File: src/rtl/mem_arb_pkg.sv
// Shared types and helpers for the unified memory port arbiter.
package mem_arb_pkg;

  typedef enum logic [1:0] {
    ST_IDLE  = 2'd0,
    ST_ISSUE = 2'd1,
    ST_RESP  = 2'd2,
    ST_ERR   = 2'd3
  } state_t;

  typedef enum logic {
    OWN_I = 1'b0,
    OWN_D = 1'b1
  } owner_t;

  localparam logic [1:0] SZ_B = 2'd0;
  localparam logic [1:0] SZ_H = 2'd1;
  localparam logic [1:0] SZ_W = 2'd2;

  // Fetches only need halfword alignment (compressed ISA); data accesses
  // must be naturally aligned and size 3 is never legal.
  function automatic logic misaligned(input logic is_d, input logic [1:0] size,
                                      input logic [1:0] addr_lo);
    logic bad;
    bad = 1'b0;
    if (!is_d) begin
      bad = addr_lo[0];
    end else begin
      case (size)
        SZ_B:    bad = 1'b0;
        SZ_H:    bad = addr_lo[0];
        SZ_W:    bad = (addr_lo != 2'b00);
        default: bad = 1'b1;
      endcase
    end
    return bad;
  endfunction

endpackage

File: src/rtl/mem_arb_timer.sv
// Loadable saturating up-counter with clear and enable; expire_o is high
// while the count sits at LIMIT.
module mem_arb_timer #(
  parameter int LIMIT = 15,
  parameter int W     = $clog2(LIMIT + 1)
) (
  input  logic         clk_i,
  input  logic         rst_i,
  input  logic         clr_i,
  input  logic         load_i,
  input  logic [W-1:0] load_val_i,
  input  logic         en_i,
  output logic         expire_o
);

  localparam logic [W-1:0] LIM = W'(LIMIT);

  logic [W-1:0] r_cnt;

  // Count enabled cycles, holding at LIMIT; clear has priority over load.
  always_ff @(posedge clk_i) begin
    if (rst_i || clr_i) begin
      r_cnt <= '0;
    end else if (load_i) begin
      r_cnt <= load_val_i;
    end else if (en_i && (r_cnt != LIM)) begin
      r_cnt <= r_cnt + W'(1);
    end
  end

  assign expire_o = (r_cnt == LIM);

endmodule

File: src/rtl/mem_port_arb.sv
// Arbitrates the single-ported unified memory between instruction fetch (I)
// and load/store (D), one outstanding transaction at a time, with alignment
// checking and a response timeout.
//
// Handshake: a requester raises req with stable fields and holds them until
// its gnt pulses (gnt mirrors mem_gnt_i while that requester owns the bus in
// ISSUE). Exactly one rvalid pulse follows each accepted or rejected request;
// err qualifies it, and rdata is only meaningful when rvalid=1 and err=0.
module mem_port_arb
  import mem_arb_pkg::*;
#(
  parameter int ADDR_W      = 32,
  parameter int DATA_W      = 32,
  parameter int TIMEOUT_CYC = 16,
  parameter int MAX_D_BURST = 4
) (
  input  logic              clk_i,
  input  logic              rst_i,
  input  logic              i_req_i,
  input  logic [ADDR_W-1:0] i_addr_i,
  output logic              i_gnt_o,
  output logic              i_rvalid_o,
  output logic [DATA_W-1:0] i_rdata_o,
  output logic              i_err_o,
  input  logic              d_req_i,
  input  logic              d_we_i,
  input  logic [1:0]        d_size_i,
  input  logic [ADDR_W-1:0] d_addr_i,
  input  logic [DATA_W-1:0] d_wdata_i,
  output logic              d_gnt_o,
  output logic              d_rvalid_o,
  output logic [DATA_W-1:0] d_rdata_o,
  output logic              d_err_o,
  output logic              mem_req_o,
  output logic              mem_we_o,
  output logic [1:0]        mem_size_o,
  output logic [ADDR_W-1:0] mem_addr_o,
  output logic [DATA_W-1:0] mem_wdata_o,
  input  logic              mem_gnt_i,
  input  logic              mem_rvalid_i,
  input  logic [DATA_W-1:0] mem_rdata_i,
  output logic [1:0]        dbg_state_o
);

  localparam int             BW        = $clog2(MAX_D_BURST + 1);
  localparam logic [BW-1:0]  BURST_MAX = BW'(MAX_D_BURST);
  localparam int             TW        = $clog2(TIMEOUT_CYC);

  state_t            r_state;
  state_t            w_next_state;
  owner_t            r_owner;
  logic              r_we;
  logic [1:0]        r_size;
  logic [ADDR_W-1:0] r_addr;
  logic [DATA_W-1:0] r_wdata;
  logic [BW-1:0]     r_burst_cnt;

  logic w_any_req;
  logic w_pick_d;
  logic w_win_misal;
  logic w_tmr_expire;
  logic w_issue;
  logic w_resp_hit;
  logic w_err;
  logic w_own_d;

  // D normally wins; I is forced through once D has had its burst quota.
  assign w_any_req   = i_req_i | d_req_i;
  assign w_pick_d    = d_req_i && !(i_req_i && (r_burst_cnt == BURST_MAX));
  assign w_win_misal = misaligned(w_pick_d, d_size_i,
                                  w_pick_d ? d_addr_i[1:0] : i_addr_i[1:0]);

  // Timeout: limit is TIMEOUT_CYC-1 so expiry lands on the TIMEOUT_CYC-th
  // cycle spent in ISSUE/RESP.
  mem_arb_timer #(
    .LIMIT (TIMEOUT_CYC - 1),
    .W     (TW)
  ) u_timer (
    .clk_i      (clk_i),
    .rst_i      (rst_i),
    .clr_i      (r_state == ST_IDLE),
    .load_i     (1'b0),
    .load_val_i ({TW{1'b0}}),
    .en_i       ((r_state == ST_ISSUE) || (r_state == ST_RESP)),
    .expire_o   (w_tmr_expire)
  );

  // State register.
  always_ff @(posedge clk_i) begin
    if (rst_i) r_state <= ST_IDLE;
    else       r_state <= w_next_state;
  end

  // Next-state logic; a response arriving on the expiry cycle beats the timeout.
  always_comb begin
    w_next_state = r_state;
    case (r_state)
      ST_IDLE:  if (w_any_req) w_next_state = w_win_misal ? ST_ERR : ST_ISSUE;
      ST_ISSUE: begin
        if (w_tmr_expire)   w_next_state = ST_ERR;
        else if (mem_gnt_i) w_next_state = ST_RESP;
      end
      ST_RESP: begin
        if (mem_rvalid_i)      w_next_state = ST_IDLE;
        else if (w_tmr_expire) w_next_state = ST_ERR;
      end
      ST_ERR:   w_next_state = ST_IDLE;
      default:  w_next_state = ST_IDLE;
    endcase
  end

  // Latch the winning request's fields when leaving IDLE.
  always_ff @(posedge clk_i) begin
    if (rst_i) begin
      r_owner <= OWN_I;
      r_we    <= 1'b0;
      r_size  <= '0;
      r_addr  <= '0;
      r_wdata <= '0;
    end else if ((r_state == ST_IDLE) && w_any_req) begin
      r_owner <= w_pick_d ? OWN_D : OWN_I;
      r_we    <= w_pick_d & d_we_i;
      r_size  <= w_pick_d ? d_size_i : SZ_W;
      r_addr  <= w_pick_d ? d_addr_i : i_addr_i;
      r_wdata <= w_pick_d ? d_wdata_i : '0;
    end
  end

  // Burst counter: counts D wins against a waiting I, cleared by an I win
  // or by any cycle where I is not requesting.
  always_ff @(posedge clk_i) begin
    if (rst_i || !i_req_i) begin
      r_burst_cnt <= '0;
    end else if (r_state == ST_IDLE) begin
      if (!w_pick_d)                     r_burst_cnt <= '0;
      else if (r_burst_cnt != BURST_MAX) r_burst_cnt <= r_burst_cnt + BW'(1);
    end
  end

  assign w_issue    = (r_state == ST_ISSUE);
  assign w_resp_hit = (r_state == ST_RESP) && mem_rvalid_i;
  assign w_err      = (r_state == ST_ERR);
  assign w_own_d    = (r_owner == OWN_D);

  assign mem_req_o   = w_issue;
  assign mem_we_o    = w_issue & r_we;
  assign mem_size_o  = w_issue ? r_size  : '0;
  assign mem_addr_o  = w_issue ? r_addr  : '0;
  assign mem_wdata_o = w_issue ? r_wdata : '0;

  assign i_gnt_o    = w_issue & mem_gnt_i & !w_own_d;
  assign i_rvalid_o = (w_resp_hit | w_err) & !w_own_d;
  assign i_err_o    = w_err & !w_own_d;
  assign i_rdata_o  = (w_resp_hit && !w_own_d) ? mem_rdata_i : '0;

  assign d_gnt_o    = w_issue & mem_gnt_i & w_own_d;
  assign d_rvalid_o = (w_resp_hit | w_err) & w_own_d;
  assign d_err_o    = w_err & w_own_d;
  assign d_rdata_o  = (w_resp_hit && w_own_d) ? mem_rdata_i : '0;

  assign dbg_state_o = r_state;

endmodule

File: config.mk
export PLATFORM = sky130hd
export DESIGN_NAME = mem_port_arb
export DESIGN_NICKNAME = d
export VERILOG_FILES = /design/src/rtl/mem_arb_pkg.sv /design/src/rtl/mem_arb_timer.sv /design/src/rtl/mem_port_arb.sv
export SDC_FILE = /design/constraint.sdc
export NUM_CORES = 1
export LEC_CHECK = 0
export ABC_AREA = 1
export CAP_MARGIN = 25
export CORE_MARGIN = 2
export CORE_UTILIZATION = 34
export CTS_CLUSTER_DIAMETER = 120
export DETAILED_ROUTE_END_ITERATION = 10
export PLACE_DENSITY = 0.86
export SYNTH_ARGS = -nofsm -noshare
export SYNTH_HDL_FRONTEND = slang
export SYNTH_HIERARCHICAL = 1
export SYNTH_SLANG_ARGS = --single-unit
File: constraint.sdc
create_clock -name clk_i -period 1.3 [get_ports clk_i]
set_input_delay 0.13 -clock clk_i [delete_from_list [all_inputs] [get_ports clk_i]]
set_output_delay 0.13 -clock clk_i [all_outputs]
set_load 0.02 [all_outputs]
### Word-level counts from Yosys, hierarchy flattened

Cells that the tools add are included.

* memories kept: 0
* bits in read-only memories: 0
* RAM bits: 0
* bits in latches: 0
* flip-flop bits (word level): 77
* bits of input ports: 137

* div/mod/pow operators: 0
* reductions and logical operators: 18
* bitwise logic cells: 11
* mux-type cells: 21
* shift-type cells: 0
* $add $sub $neg: 2
* $mul: 0
* eq/ne operators: 13
* order comparisons: 0

Operators by type and width (number)
* $mux 32: 6
* $mux 2: 9
* $and 1x1->1: 9
* $pmux 2 s4: 1
* $logic_and 1x1->1: 7
* $eq 2x2->1 const B: 3
* $mux 3: 2
* $ne 3x2->1 const B: 2
* $add 4x1->4 const B: 1
* $eq 2x1->1 const B: 2
* $eq 4x4->1 const B: 1
* $logic_not 2->1: 2
* $ne 4x4->1 const B: 1
* $add 3x1->3 const B: 1
* $eq 3x3->1 const B: 1
* $logic_not 1->1: 3
* $logic_or 1x1->1: 3
* $ne 3x3->1 const B: 1
* $pmux 1 s3: 1
* $reduce_and 3->1: 1
* $mux 1: 2
* $ne 2x1->1 const B: 1
* $ne 2x2->1 const B: 1
* $or 1x1->1: 2
* 2 further kinds: 2

### Logic depth before layout (Yosys ltp)

* depth in word-level cells: 11
* mapped depth: 11
* gate-level depth less buffers: 11

### By module

Netlist, hierarchy kept.

Modules (own cells, without submodules)
* mem_port_arb: times used 1, area an instance 4155.2 µm², cells each 686, seq. area each 1461.4 µm²
* mem_arb_timer: times used 1, area an instance 257.7 µm², cells each 40, seq. area each 80.1 µm²

### Least setup slack after synthesis

OpenSTA, ideal clock, no wires.

* kind: register -> output
* from: register r_state[0] (netlist: dbg_state_o[0])
* to: output mem_wdata_o[10]
* cell stages (with the launch flop): 7
* slack: -0.476 ns
* required time: 1.170 ns
* arrival: 1.646 ns
* cells stage by stage: dfxtp_1 -> ha_1 -> buf_2 -> buf_2 -> buf_1 -> nand2_1 -> inv_1

* word-level cells in the longest chain between the ends: 2

Ends and longest elaborated chain
* start: declaration: RTL line mem_port_arb.sv:49 `state_t r_state;`
* start signal: assignment: RTL line mem_port_arb.sv:91 `else r_state <= w_next_state;`
* $eq 2x1->1: RTL line mem_port_arb.sv:140 `assign w_issue = (r_state == ST_ISSUE);`
* named net mem_req_o: RTL line mem_port_arb.sv:34 `output logic mem_req_o,`
* $mux 32: RTL line mem_port_arb.sv:149 `assign mem_wdata_o = w_issue ? r_wdata : '0;`
* end: declaration: RTL line mem_port_arb.sv:38 `output logic [DATA_W-1:0] mem_wdata_o,`

The timed path passes the listed nets, and every way through them passes these cells.

### Worst setup path after layout

* from: register r_state[0] (netlist: dbg_state_o[0])
* to: output i_rdata_o[23]

* word-level cells in the longest chain between the ends: 4

Ends and longest elaborated chain
* $eq 2x2->1: RTL line mem_port_arb.sv:141 `assign w_resp_hit = (r_state == ST_RESP) && mem_rvalid_i;`
* $logic_and 1x1->1: RTL line mem_port_arb.sv:141
* $logic_and 1x1->1: RTL line mem_port_arb.sv:154 `assign i_rdata_o = (w_resp_hit && !w_own_d) ? mem_rdata_i : '0;`
* $mux 32: RTL line mem_port_arb.sv:154
* end: declaration: RTL line mem_port_arb.sv:23 `output logic [DATA_W-1:0] i_rdata_o,`

Every way passes these cells.

==> metrics.md <==
| Metric | Value |
|---|---|
| Outcome | finished, violations left |
| Failing checks | setup timing |
| Average routed wire per standard cell | 22.23 um |
| All-layer global routing usage | 30.07% |
| Max frequency | 0.5516 GHz |
| Drt total wl | 28.54 mm |
| # fillers | 577 |
| Mapped cell area | 0.004413 mm^2 |
| Post-synthesis instance total | 726 |
| VDD IR-drop max | 0.9731 mV |
| Overflow after GRT | 0 |
| Layout Skew | 0.01228 ns |
| GPL Wtd Cong | 0.8525 |
| Core area | 0.01267 mm^2 |
| Post-synthesis mux area share | 0% |
| Routed Antenna Nets | 0 |
| # IOs | 277 |
| Via count | 6920 |
| Initial drt markers | 582 |
| Syn_area_per_cell | 6.078 um^2 |
| Final hold viol count | 0 |
| Netlist cell types | 33 |
| Final #Nets | 1251 |
| Root Buffer | clkbuf_16 |
| Crit path max fanout | 7 |
| Util after Layout | 85.02% |
| Crit. End Element | output pin |
| Global-route wire length before repair | 33.38 mm |
| DRC violations left | 0 |
| Num CTS Buffers | 9 |
| Tcrit/Tclk final | 139.4% |
| Diodes inserted | 0 |
| Worst path required time | 1.17 ns |
| Clock Latency Late Sink | 0.35 ns |
| Clock Path Buffers | 2 |
| Ys flop type | dfxtp_1 |
| Simple-gate share of the synthesized area | 32.41% |
| Synthesized-area fraction occupied by adder cells | 1.985% |
| Fraction of registers with async set/reset | 0% |
| Largest net degree at the start of global routing | 35 |
| CTS Sinks | 77 |
| Compound-Gate Fraction of Synth Area | 12.25% |
| Combinational family with the most area after synthesis | simple AND/OR/NAND/NOR gates |
| Power Total | 0.01749 W |
| Die area | 0.01391 mm^2 |
| Vias per cell | 5.389 |
| Row Count | 41 |
| Power per cell area | 1623 mW/mm^2 |
| XOR/XNOR Fraction of Synth Area | 0.1985% |
| Pins Over Slew Limit | 0 |
| Die outline width | 117.9 um |
| # setup viols final | 215 |
| Hold crit path type | input pin to flip-flop |
| Area growth syn-to-layout | 144.1% |
| Leakage | 5.505 nW |
| Yosys warnings | 6 |
| Clock slew at reported path FFs | 0.06 ns |
| Type of origin of the critical path | flip-flop |
| WS Path Type | flip-flop to output pin |
| Initial Util | 34.83% |
| Number of flops mapped to enable cells by yosys | 0 |
| Setup WS post-layout | -0.5128 ns |
| WHS | 0.3408 ns |
| Number of synthesized register bits | 77 |
| Data arrival, critical path | 1.68 ns |
| RSZ-0062 raised after global routing | true |
| Vias in the first global route | 6256 |
| Ratio of cells with drive above 1 in the final layout | 50.81% |
| Post-detail-place hpwl | 11.60 mm |
| Drt pass-1 iters | 5 |
| CTS HTree Levels | 3 |
| Seq/Total Area, Yosys | 34.93% |
| Tmin final | 1.813 ns |
| Max-cap violations | 0 |
| Initial antenna violation count | 0 |
| PortBufs | 276 |
| CTS tree | built |
| Die H | 117.9 um |
-- cell type report --
type	count	area, um^2	share of cell area, %
clock inverter	2	38.79	0.3600
multi-input combinational	460	3341	31.01
clock buffer	14	265.3	2.462
timing repair buffer	400	4708	43.71
timing repair inverter	2	17.52	0.1626
sequential	77	1553	14.41
inverter	157	634.4	5.889
tap	172	215.2	1.998
-- timing repair --
| action | CTS | global route |
|---|---|---|
| pin swaps | 24 | 53 |
| buffers inserted | 38 | 32 |
| gates resized for setup | 908 | 349 |
| endpoints found under the setup margin | 217 | 216 |
| gates cloned | 25 | 7 |
| endpoints found under the hold margin | 0 | 0 |
| hold buffers | 0 | 0 |
-- kinds of logic (layout without fill, tap and decap cells) --
logic type | Yosys count | after routing
adders and majority gates | 7 | 7
xor gates and xnor gates | 1 | 1
and+or+nand+nor | 355 | 356
AOI/OAI and AO/OA | 87 | 87
other | 1 | 9
buffers and inverters | 198 | 575
DFF | 77 | 77
-- flip-flops by register name, summed over array words and instances (netlist names) --
name / flops
u_timer/r_cnt: 4
r_burst_cnt: 3
r_we: 1
r_size: 2
r_owner: 1
dbg_state_o: 2
r_wdata: 32
r_addr: 32
-- cell usage in the layout, fill, tap and decap left out, drive strengths merged --
cell type      instances
a21oi                 44
buf                  257
ha                     7
o21ai                  7
nand3b                 1
nand4                  1
nand3                 45
inv                  157
a211oi                 1
xor2                   1
conb                   9
clkinv                 3
clkbuf                21
clkdlybuf4s50        136
or2                    1
nor2                  76
bufinv                 1
o31ai                  1
nor3                   2
nand2                230
dfxtp                 77
o211ai                33
o21a                   1
-- critical path: stages, from the launching register on --
cell     delay, ns
dfxtp_4       0.36
inv_4         0.06
ha_4          0.16
nand3_4       0.18
buf_16        0.21
buf_6         0.12
nor2_4        0.12
buf_6         0.13
-- layer usage --
metal	global-route usage, %	part of all wire, %
met2	54.54	49
met5	0	0
met1	31.21	33
met3	9.060	9.6
met4	15.29	8.3
-- path summary, 6_finish.rpt --
kind | from | endpoint | slack (ns) | depth (start not counted)
hold reg to reg | r_wdata[19]$_SDFFE_PP0P_ | r_wdata[19]$_SDFFE_PP0P_ | 0.47 | 2
setup reg to reg | dbg_state_o[0]$_SDFFE_PP0P_ | dbg_state_o[1]$_SDFFE_PP0P_ | -0.48 | 12
setup / recovery | dbg_state_o[0]$_SDFFE_PP0P_ | i_rdata_o[23] | -0.51 | 7
hold / removal | d_wdata_i[12] | r_wdata[12]$_SDFFE_PP0P_ | 0.34 | 3
-- Yosys cell counts (2+ instances only) --
library cell	n	area, um^2
nand2_1	226	848.3
inv_1	151	566.8
dfxtp_1	77	1541
nor2_1	75	281.5
a21oi_1	43	215.2
nand3_1	43	215.2
o211ai_1	33	247.7
clkbuf_1	17	63.81
buf_2	12	60.06
ha_1	7	87.58
buf_1	5	18.77
o21ai_0	5	25.02
buf_6	4	45.04
inv_2	4	15.01
buf_4	3	22.52
nand2_2	2	12.51
nand3_2	2	20.02
nor3_1	2	10.01
-- metrics by stage --
stage	setup TNS (ns)	instance area, um^2	setup WS, ns	cells
global route	-84.99	10770	-0.5409	1284
CTS	-71.01	9595	-0.4591	1257
finish	-76.70	10770	-0.5128	1284
floorplan	-7.207	4667	-0.1193	734
global placement	-75.84	7757	-0.5078	1180
detailed placement	-79.42	7757	-0.5486	1180
-- power breakdown --
part	switching, W	internal (W)
clock	0.00106	0.00162
sequential	0.000712	0.00301
combinational	0.00551	0.00557
No activity file was read; power rests on OpenSTA's default activity.
